$ cat config.mk
export PLATFORM = sky130hd
export DESIGN_NAME = ex_muldiv_unit_flat
export DESIGN_NICKNAME = d
export VERILOG_FILES = /design/src/rtl/ex_muldiv_unit_if.sv /design/src/rtl/ex_muldiv_unit.sv /design/src/flat_wrapper.sv
export SDC_FILE = /design/constraint.sdc
export NUM_CORES = 1
export LEC_CHECK = 0
export CAP_MARGIN = 20
export CELL_PAD_IN_SITES_DETAIL_PLACEMENT = 2
export CELL_PAD_IN_SITES_GLOBAL_PLACEMENT = 2
export CORE_UTILIZATION = 32
export DETAILED_ROUTE_END_ITERATION = 12
export GPL_TIMING_DRIVEN = 1
export PLACE_DENSITY_LB_ADDON = 0.1
export REMOVE_ABC_BUFFERS = 1
export SYNTH_ARGS = -nofsm -noshare
export SYNTH_HDL_FRONTEND = slang
export SYNTH_SLANG_ARGS = --single-unit
$ cat constraint.sdc
create_clock -name clk -period 3.2 [get_ports clk]
set_input_delay 0.48 -clock clk [delete_from_list [all_inputs] [get_ports clk]]
set_output_delay 0.48 -clock clk [all_outputs]
set_load 0.02 [all_outputs]
$ cat src/rtl/ex_muldiv_unit_if.sv
// Purpose: handshake/bus bundle between the EX stage and the iterative mul/div unit.
// Latency: none (wires only).
// Backpressure: stall_in from downstream, stall_req back to the front end.
// Ports (master = EX stage side, slave = mul/div unit side):
//   start, op, src_a, src_b, flush, stall_in  : EX stage -> unit
//   stall_req, busy, result_valid, result      : unit -> EX stage
interface ex_muldiv_unit_if #(
  parameter int XLEN = 32
);
  logic            start;
  logic [2:0]      op;
  logic [XLEN-1:0] src_a;
  logic [XLEN-1:0] src_b;
  logic            flush;
  logic            stall_in;
  logic            stall_req;
  logic            busy;
  logic            result_valid;
  logic [XLEN-1:0] result;

  modport master (
    output start, op, src_a, src_b, flush, stall_in,
    input  stall_req, busy, result_valid, result
  );

  modport slave (
    input  start, op, src_a, src_b, flush, stall_in,
    output stall_req, busy, result_valid, result
  );
endinterface

$ cat src/rtl/ex_muldiv_unit.sv
// Purpose: iterative RV32M multiply/divide (shift-add multiplier, restoring divider) in EX.
// Latency: result_valid XLEN+2 cycles after start is accepted; 1 cycle for div-by-zero/overflow.
// Backpressure: stall_req freezes the front end while working; result held in DONE while stall_in.
// Ports: clk, rst (sync, active-high); mdu (slave modport of ex_muldiv_unit_if):
//   start/op/src_a/src_b request, flush kill, stall_in hold, stall_req/busy/result_valid/result out.
module ex_muldiv_unit #(
  parameter int XLEN = 32
) (
  input  logic            clk,
  input  logic            rst,
  ex_muldiv_unit_if.slave mdu
);
  localparam int CW = $clog2(XLEN);

  localparam logic [1:0] S_IDLE = 2'd0;
  localparam logic [1:0] S_RUN  = 2'd1;
  localparam logic [1:0] S_FIX  = 2'd2;
  localparam logic [1:0] S_DONE = 2'd3;

  localparam logic [XLEN-1:0] INT_MIN = {1'b1, {(XLEN-1){1'b0}}};
  localparam logic [XLEN-1:0] ALL_ONE = {XLEN{1'b1}};

  logic [1:0]        state;
  logic [2:0]        op_r;
  logic [2*XLEN-1:0] mag_a;    // multiplicand (shifts left) / dividend (low half, shifts left)
  logic [XLEN-1:0]   mag_b;    // multiplier (shifts right) / divisor (static)
  logic [2*XLEN-1:0] acc;      // product, or {remainder, quotient} for divide
  logic [CW-1:0]     count;
  logic              neg_res;
  logic [XLEN-1:0]   result_r;

  // Operand conditioning for the op currently presented in IDLE.
  logic            a_sgn, b_sgn, a_neg, b_neg, neg_next;
  logic [XLEN-1:0] abs_a, abs_b;
  logic            special;
  logic [XLEN-1:0] special_val;

  always_comb begin
    a_sgn = 1'b0;
    b_sgn = 1'b0;
    case (mdu.op)
      3'd0, 3'd1, 3'd4, 3'd6: begin a_sgn = 1'b1; b_sgn = 1'b1; end
      3'd2:                   begin a_sgn = 1'b1; b_sgn = 1'b0; end
      default:                begin a_sgn = 1'b0; b_sgn = 1'b0; end
    endcase
    a_neg = a_sgn & mdu.src_a[XLEN-1];
    b_neg = b_sgn & mdu.src_b[XLEN-1];
    abs_a = a_neg ? -mdu.src_a : mdu.src_a;
    abs_b = b_neg ? -mdu.src_b : mdu.src_b;
    // Remainder takes the dividend's sign; everything else takes the product of signs.
    neg_next = (mdu.op[2] && mdu.op[1]) ? a_neg : (a_neg ^ b_neg);

    special     = 1'b0;
    special_val = '0;
    if (mdu.op[2] && mdu.src_b == '0) begin
      special     = 1'b1;
      special_val = mdu.op[1] ? mdu.src_a : ALL_ONE;
    end else if ((mdu.op == 3'd4 || mdu.op == 3'd6) &&
                 mdu.src_a == INT_MIN && mdu.src_b == ALL_ONE) begin
      special     = 1'b1;
      special_val = mdu.op[1] ? '0 : INT_MIN;
    end
  end

  // One restoring-division step: bring the next dividend bit into the partial remainder.
  logic [XLEN:0]   rem_sh;
  logic            no_borrow;
  logic [XLEN-1:0] rem_next;

  always_comb begin
    rem_sh    = {acc[2*XLEN-1:XLEN], mag_a[XLEN-1]};
    no_borrow = (rem_sh >= {1'b0, mag_b});
    // The true difference is below the divisor, so the low XLEN bits are exact.
    rem_next  = no_borrow ? (rem_sh[XLEN-1:0] - mag_b) : rem_sh[XLEN-1:0];
  end

  // Output selection with sign fix-up applied before picking the half.
  logic [2*XLEN-1:0] prod_s;
  logic [XLEN-1:0]   quo_s, rem_s, fix_val;

  always_comb begin
    prod_s = neg_res ? -acc : acc;
    quo_s  = neg_res ? -acc[XLEN-1:0] : acc[XLEN-1:0];
    rem_s  = neg_res ? -acc[2*XLEN-1:XLEN] : acc[2*XLEN-1:XLEN];
    case (op_r)
      3'd0:       fix_val = prod_s[XLEN-1:0];
      3'd1, 3'd2,
      3'd3:       fix_val = prod_s[2*XLEN-1:XLEN];
      3'd4, 3'd5: fix_val = quo_s;
      default:    fix_val = rem_s;
    endcase
  end

  always_ff @(posedge clk) begin
    if (rst) begin
      state    <= S_IDLE;
      op_r     <= '0;
      mag_a    <= '0;
      mag_b    <= '0;
      acc      <= '0;
      count    <= '0;
      neg_res  <= 1'b0;
      result_r <= '0;
    end else if (mdu.flush) begin
      state <= S_IDLE;
    end else begin
      case (state)
        S_IDLE: begin
          if (mdu.start) begin
            op_r    <= mdu.op;
            mag_a   <= {{XLEN{1'b0}}, abs_a};
            mag_b   <= abs_b;
            neg_res <= neg_next;
            acc     <= '0;
            count   <= '0;
            if (special) begin
              result_r <= special_val;
              state    <= S_DONE;
            end else begin
              state <= S_RUN;
            end
          end
        end
        S_RUN: begin
          count <= count + 1'b1;
          if (op_r[2]) begin
            acc   <= {rem_next, acc[XLEN-2:0], no_borrow};
            mag_a <= {mag_a[2*XLEN-2:0], 1'b0};
          end else begin
            if (mag_b[0]) acc <= acc + mag_a;
            mag_a <= {mag_a[2*XLEN-2:0], 1'b0};
            mag_b <= {1'b0, mag_b[XLEN-1:1]};
          end
          if (count == CW'(XLEN-1)) state <= S_FIX;
        end
        S_FIX: begin
          result_r <= fix_val;
          state    <= S_DONE;
        end
        default: begin
          // start stays high here for the same instruction, so it is not looked at.
          if (!mdu.stall_in) state <= S_IDLE;
        end
      endcase
    end
  end

  assign mdu.stall_req    = (state == S_IDLE && mdu.start && !mdu.flush) ||
                            state == S_RUN || state == S_FIX;
  assign mdu.busy         = (state != S_IDLE);
  assign mdu.result_valid = (state == S_DONE);
  assign mdu.result       = result_r;
endmodule

$ cat src/flat_wrapper.sv
// flat-port wrapper written by rule: the top's interface ports become plain ports
module ex_muldiv_unit_flat 
#(
  parameter int XLEN = 32
)
  (clk, rst, mdu_start, mdu_op, mdu_src_a, mdu_src_b, mdu_flush, mdu_stall_in, mdu_stall_req, mdu_busy, mdu_result_valid, mdu_result);
  ex_muldiv_unit_if #(.XLEN(XLEN)) mdu_i ();
  input  logic clk;
  input  logic rst;
  input wire logic [$bits(mdu_i.start)-1:0] mdu_start;
  input wire logic [$bits(mdu_i.op)-1:0] mdu_op;
  input wire logic [$bits(mdu_i.src_a)-1:0] mdu_src_a;
  input wire logic [$bits(mdu_i.src_b)-1:0] mdu_src_b;
  input wire logic [$bits(mdu_i.flush)-1:0] mdu_flush;
  input wire logic [$bits(mdu_i.stall_in)-1:0] mdu_stall_in;
  output wire logic [$bits(mdu_i.stall_req)-1:0] mdu_stall_req;
  output wire logic [$bits(mdu_i.busy)-1:0] mdu_busy;
  output wire logic [$bits(mdu_i.result_valid)-1:0] mdu_result_valid;
  output wire logic [$bits(mdu_i.result)-1:0] mdu_result;
  assign mdu_i.start = mdu_start;
  assign mdu_i.op = mdu_op;
  assign mdu_i.src_a = mdu_src_a;
  assign mdu_i.src_b = mdu_src_b;
  assign mdu_i.flush = mdu_flush;
  assign mdu_i.stall_in = mdu_stall_in;
  assign mdu_stall_req = mdu_i.stall_req;
  assign mdu_busy = mdu_i.busy;
  assign mdu_result_valid = mdu_i.result_valid;
  assign mdu_result = mdu_i.result;
  ex_muldiv_unit #(.XLEN(XLEN)) u_core (.clk(clk), .rst(rst), .mdu(mdu_i));
endmodule
==> flow_metrics.tcl, run 1 <==
set metrics [dict create \
    failed_checks "negative setup slack" \
    async_flop_share_pct 0 \
    num_vias 22740 \
    grt-ovfl-total 0 \
    cts.sinks 203 \
    setup_viol 23 \
    synth-seq-cells 203 \
    drive_gt1_share_pct 26.61 \
    min_delay_path_depth 2 \
    synth_area_leaders "dfxtp_1 23%, nand2_1 8.0%, ha_1 7.5%" \
    clockBufferDepth 3 \
    synthCells 2545 \
    hp-start "rst" \
    area_growth_pct 44.56 \
    htreeDepth 1 \
    cts-buffers-inserted 29 \
    initial_core_util_pct 32.49 \
    end_kind "flip-flop" \
    drc 0 \
    path_delay_family "compound AO/OA/AOI/OAI gates" \
    clk_latency_ns 0.59 \
    ctsHoldBuffers 0 \
    drt_first_pass_iters 5 \
    synth_area_leader_cell "dfxtp_1" \
    grt_pass1_wl_mm 147.2 \
    die-height_um 238.8 \
    crit_path_start "u_core.acc[33]" \
    post-dp-hpwl_mm 75.04 \
    p_total_uw 8550 \
    ir_drop_mv 0.3963 \
    cp.required_ns 3.65 \
    r2r_setup_slack_ns -0.18 \
    arrival_ns 3.83 \
    layout_min_cycle_time_ns 3.384 \
    hold_violations 0 \
    worst_slack_ns -0.1844 \
    hp-class "input pin to flip-flop" \
    clockRootBuffer "clkbuf_16" \
    die_w_um 238.8 \
    via_per_inst 5.897 \
    antenna_found_initial 2 \
    ys_seq_area_share_pct 22.66 \
    crit_path_start_kind "flip-flop" \
    fmax_mhz 295.5 \
    wl_mm 102.9 \
    nets 3266 \
    p_per_area_mw_per_mm2 329.8 \
    num_rows 86 \
    grt_usage_pct 33.50 \
    ys_warn_count 0 \
    crit_chain "buf_6 > ha_2 > buf_4 > o21a_1 > o31a_1 > o21a_1 > o2111a_1 > nor2_1 > a21boi_2 > or2_4 > buf_4 > buf_6 > a21oi_1 > a21oi_1 > o21ai_0" \
    portBuffers 106 \
    crit_fanout 8 \
    reg2reg_depth 15 \
    timing.rr.end "u_core.acc[32]" \
    synth_edf_count 0 \
    grt_pass1_vias 24330 \
    status "finished with violations" \
    cpPeakStageDelay_ns 0.35 \
    worstMarginPinSlew_ns 0.8577 \
    maxSlewViolCount 0 \
    criticalPathCategory "flip-flop to flip-flop" \
    netlist_area_mm2 0.01794 \
    fin_worst_skew_ns 0.02173 \
    routabilityCongestion 0.9657 \
    finalSetupTns_ns -0.9357 \
    rsz0062_at_grt "yes" \
    antennaDiodeCount 0 \
    synth.avg_cell_area_um2 7.048 \
    leakage_uw 0.01073 \
    core_area_mm2 0.05520 \
    wl_per_cell_um 26.69 \
    hold_path_end "u_core.mag_b[31]" \
    dieArea_mm2 0.05700 \
    ys_types 82 \
    max-slew-margin-rel_pct 42.82 \
    slowest_stage "dfxtp_2" \
    path_buf_inv 4 \
    synth-main-ff-cell "dfxtp_1" \
    fin_crit_sh_pct 105.8 \
    yosysTopAreaCellShare_pct 22.66 \
    clk_pin_slew_worst_paths_ns 0.06 \
    cts_tree "built" \
    drtIter0Drc 1120 \
    r2r_start "u_core.acc[33]" \
    io_pins 107 \
    grt_max_degree 67 \
    max_cap_viol_count 0 \
    final_antenna_net_count 0 \
]
## power breakdown
group | switching, uW | internal (uW) | leakage [uW]
Sequential | 53.2 | 2580 | 0.00165
Clock | 1390 | 2290 | 0.000520
Combinational | 1270 | 963 | 0.00856
Total | 2710 | 5840 | 0.0107
## cell type report
type	instances	area, um^2
clock buffers	45	885.9
clock inverters	9	176.4
fillers	6341	29270
inverters	79	301.5
multi-input cells	2105	14020
flip-flops and latches	203	4100
well taps	748	935.9
repair buffers	667	5512
## synth_stat cells, types with 15 or more instances
| master | count |
|---|---|
| and2_1 | 19 |
| nand2b_1 | 21 |
| o211ai_1 | 22 |
| nand3_1 | 39 |
| o22ai_1 | 15 |
| a22oi_1 | 76 |
| xnor2_1 | 107 |
| xor2_1 | 95 |
| o21ai_0 | 240 |
| buf_1 | 16 |
| nand2_1 | 383 |
| nor4_1 | 18 |
| nand4_1 | 37 |
| dfxtp_1 | 203 |
| o41ai_1 | 18 |
| inv_1 | 79 |
| ha_1 | 107 |
| nor2_1 | 245 |
| a21o_1 | 47 |
| a311oi_1 | 21 |
| o31ai_1 | 25 |
| o21bai_1 | 22 |
| clkbuf_1 | 125 |
| a31oi_1 | 26 |
| nor3_1 | 39 |
| a21oi_1 | 250 |
| a211oi_1 | 18 |
## placed cells by master (no fill, tap or decap), types with 19 or more instances in the layout
cell             count
buf_4              536
nand2_1            378
nor2_1             238
a21oi_1            234
o21ai_0            210
dfxtp_1            186
xnor2_1            103
clkdlybuf4s50_1    102
xor2_1              94
ha_1                84
a22oi_1             74
inv_1               73
a21o_1              47
nand4_1             37
nand3_1             36
nor3_1              32
clkbuf_16           29
o21ai_1             23
o211ai_1            22
o21bai_1            21
a31oi_1             20
nand2b_1            19
and2_1              19
o31ai_1             19
a311oi_1            19
## metrics by stage
stage	setup WS, ns	cell area, um^2	hold slack (ns)	utilization [%]	instances
floorplan	-3.153	17310	0.4303	-	2386
global placement	-0.4950	23230	0.4465	42.09	3746
detailed placement	-0.8557	23250	0.4579	42.11	3747
CTS	-0.06438	25060	0.2537	45.39	3830
global route	-0.1945	25930	0.2888	46.97	3856
finish	-0.1844	25930	0.2769	46.97	3856
## worst register-to-register path, stage by stage, from the launching register on
cell and delay, ns:
dfxtp_2 0.35, buf_6 0.15, ha_2 0.22, buf_4 0.16, o21a_1 0.19, o31a_1 0.12, o21a_1 0.25, o2111a_1 0.29
nor2_1 0.16, a21boi_2 0.11, or2_4 0.32, buf_4 0.16, buf_6 0.13, a21oi_1 0.22, a21oi_1 0.10, o21ai_0 0.33
## cell families after synthesis
kind of cell | Yosys count | synth area share, %
AOI/OAI and AO/OA | 880 | 30.76
xor gates and xnor gates | 202 | 9.864
adders and majority gates | 109 | 7.687
buffers and inverters | 238 | 5.148
DFF | 203 | 22.66
muxes | 26 | 1.542
and+or+nand+nor | 887 | 22.34
## routing by layer
layer | up-vias | wire [um] | GRT usage (%)
li1 | 10280 | - | -
met1 | 11480 | 40290 | 38.34
met2 | 665 | 52180 | 62.09
met3 | 311 | 3959 | 2.898
met4 | 4 | 6480 | 16.20
met5 | - | 24 | 0
## state kept, by name, indices dropped and copies added, names as in the netlist
signal,count
u_core.mdu.result,32
u_core.state,2
u_core.mag_a,64
u_core.op_r,3
u_core.neg_res,1
u_core.acc,64
u_core.count,5
u_core.mag_b,32
## how the worst max path moves through the flow
stage	depth (start not counted)	slack (ns)	to
final	15	-0.18	u_core.acc[32]
after global placement	14	-0.49	u_core.mdu.result[20]
after detailed placement	14	-0.86	u_core.mdu.result[22]
after global routing	15	-0.19	u_core.acc[56]
after CTS	16	-0.06	u_core.acc[56]
after floorplan	8	-3.15	u_core.acc[61]
## repair_timing
item	4_1_cts	5_1_grt
pin swaps	44	87
gates cloned	3	1
setup buffers	27	29
gates resized for setup	101	162
setup endpoints to repair	64	68
Power figures use the tool's default switching activity.
==> run 2: changes to the inputs <==
--- a/config.mk
+++ b/config.mk
@@ -13,6 +13,7 @@
 export GPL_TIMING_DRIVEN = 1
 export PLACE_DENSITY_LB_ADDON = 0.1
 export REMOVE_ABC_BUFFERS = 1
+export SLEW_MARGIN = 15
 export SYNTH_ARGS = -nofsm -noshare
 export SYNTH_HDL_FRONTEND = slang
 export SYNTH_SLANG_ARGS = --single-unit
==> flow_metrics.tcl, run 2 (synthesis gave the netlist of run 1 again) <==
set metrics [dict create \
    status "finished with violations" \
    failed_checks "negative setup slack" \
    combPwrFrac_pct 25.7 \
    clockRootBuffer "clkbuf_16" \
    instances_no_fill 3843 \
    cts.sinks 203 \
    die-height_um 238.8 \
    finalSetupTns_ns -1.138 \
    grt_usage_pct 34.17 \
    criticalPathCategory "flip-flop to flip-flop" \
    clk_latency_ns 0.60 \
    grt-ovfl-total 0 \
    max-slew-margin-rel_pct 42.37 \
    timing.rr.end "u_core.acc[56]" \
    die_w_um 238.8 \
    fmax_mhz 293.8 \
    portBuffers 106 \
    power.share.sequential_pct 31.2 \
    ctsHoldBuffers 0 \
    fin_worst_skew_ns 0.02898 \
    post-dp-hpwl_mm 75.18 \
    hold_violations 0 \
    worst_slack_ns -0.2036 \
    layout_common_cells "520 x buf_4, 378 x nand2_1, 236 x nor2_1" \
    netSwitchingPower_uw 2701 \
    reg_top3 "u_core.acc: 64 flops, u_core.mag_a: 64 flops" \
    drive_gt1_share_pct 26.47 \
    p_per_area_mw_per_mm2 327.7 \
    r2r_start "u_core.mag_a[0]" \
    place_inst 3747 \
    layout_commonest_cell "buf_4" \
    reg2reg_depth 15 \
    clkPwrFrac_pct 43.2 \
    switching_share_pct 31.91 \
    leakage_uw 0.01065 \
    grt_pass1_wl_mm 149.8 \
    routabilityCongestion 0.9657 \
    wl_mm 102.4 \
    rsz0062_at_grt "yes" \
    end_kind "flip-flop" \
    grt_pass1_vias 24550 \
    ir_drop_mv 0.4352 \
    num_rows 86 \
    final_antenna_net_count 0 \
    crit_fanout 2 \
    r2r_setup_slack_ns -0.20 \
    antenna_found_initial 1 \
    dieArea_mm2 0.05700 \
    nets 3253 \
    cts-buffers-inserted 29 \
    crit_path_end "u_core.acc[56]" \
    arrival_ns 3.89 \
    crit_path_start "u_core.mag_a[0]" \
    via_per_inst 5.839 \
    fin_crit_sh_pct 106.4 \
    hp-class "input pin to flip-flop" \
    maxSlewViolCount 0 \
    worstMarginPinSlew_ns 0.8644 \
    clk_pin_slew_worst_paths_ns 0.06 \
    io_pins 107 \
    num_vias 22440 \
    initial_core_util_pct 32.49 \
    area_growth_pct 44.05 \
    core_area_mm2 0.05520 \
    cp.required_ns 3.68 \
    clockBufferDepth 3 \
    drt_first_pass_iters 6 \
    drtIter0Drc 1091 \
    grt_max_degree 67 \
    intPower_uw 5765 \
    layout_min_cycle_time_ns 3.404 \
    htreeDepth 1 \
    max_cap_viol_count 0 \
    setup_viol 18 \
    crit_path_start_kind "flip-flop" \
    drc 0 \
    cts_tree "built" \
    wl_per_cell_um 26.64 \
]
==> run 2: worst min path at each step <==
| stage | start | endpoint | slack, ns | cells past startpoint |
|---|---|---|---|---|
| 5_1_grt | rst | u_core.acc[41] | 0.28 | 2 |
| 2_1_floorplan | u_core.mag_b[19] | u_core.mag_b[19] | 0.43 | 2 |
| 6_report | rst | u_core.mag_b[31] | 0.26 | 2 |
| 3_3_place_gp | u_core.mag_b[19] | u_core.mag_b[19] | 0.45 | 2 |
| 3_5_place_dp | u_core.mag_b[19] | u_core.mag_b[19] | 0.46 | 2 |
| 4_1_cts | rst | u_core.mag_b[31] | 0.25 | 2 |
==> run 2: layer usage <==
layer	track usage, %	share of wire, %	up-vias
met3	2.991	3.7	265
met4	18.14	5.8	0
met2	62.98	51	585
met5	0	0	-
li1	-	-	10230
met1	38.77	39	11360
==> run 2: cell type report <==
class	count	area [um^2]
Sequential cell	203	4105
Fill cell	6337	29360
Clock buffer	43	868.3
Timing Repair Buffer	654	5460
Tap cell	748	935.9
Multi-Input combinational cell	2105	13980
Antenna cell	1	2.502
Clock inverter	10	181.4
Inverter	79	299.0
==> run 2: power groups by stage <==
stage          logic, uW  registers, uW  clock network (uW)
2_1_floorplan        881           2690                   0
3_3_place_gp        1820           2690                   0
3_5_place_dp        1900           2690                   0
4_1_cts             2000           2630                3700
5_1_grt             2300           2640                3790
6_report            2170           2640                3660
==> run 2: stage by stage <==
stage	util, %	total power, uW	hold WS (ns)	cell area [um^2]	setup WS [ns]
after floorplan	-	3574	0.4303	17310	-3.153
after global placement	42.09	4506	0.4465	23230	-0.4950
after detailed placement	42.11	4587	0.4586	23250	-0.8569
after CTS	45.54	8332	0.2545	25140	-0.1112
after global routing	46.80	8738	0.2813	25840	-0.2524
final	46.80	8466	0.2637	25840	-0.2036
==> run 2: what timing repair did <==
action,4_1_cts,5_1_grt
cloned,5,1
setup buffers,21,19
endpoints found under the setup margin,64,68
pin swaps,36,73
gates resized for setup,121,140
==> run 2: worst max-delay path, cell delays in order, from the launching register on <==
cell and delay [ns]:
dfxtp_2 0.36, ha_4 0.15, inv_2 0.04, fa_2 0.36, nand2b_4 0.16, a21oi_2 0.15
o211ai_1 0.10, buf_4 0.18, a31oi_4 0.22, nor3_4 0.10, o41ai_2 0.39, buf_4 0.21
a41oi_2 0.13, o31a_1 0.31, xnor2_1 0.15, a221o_1 0.30
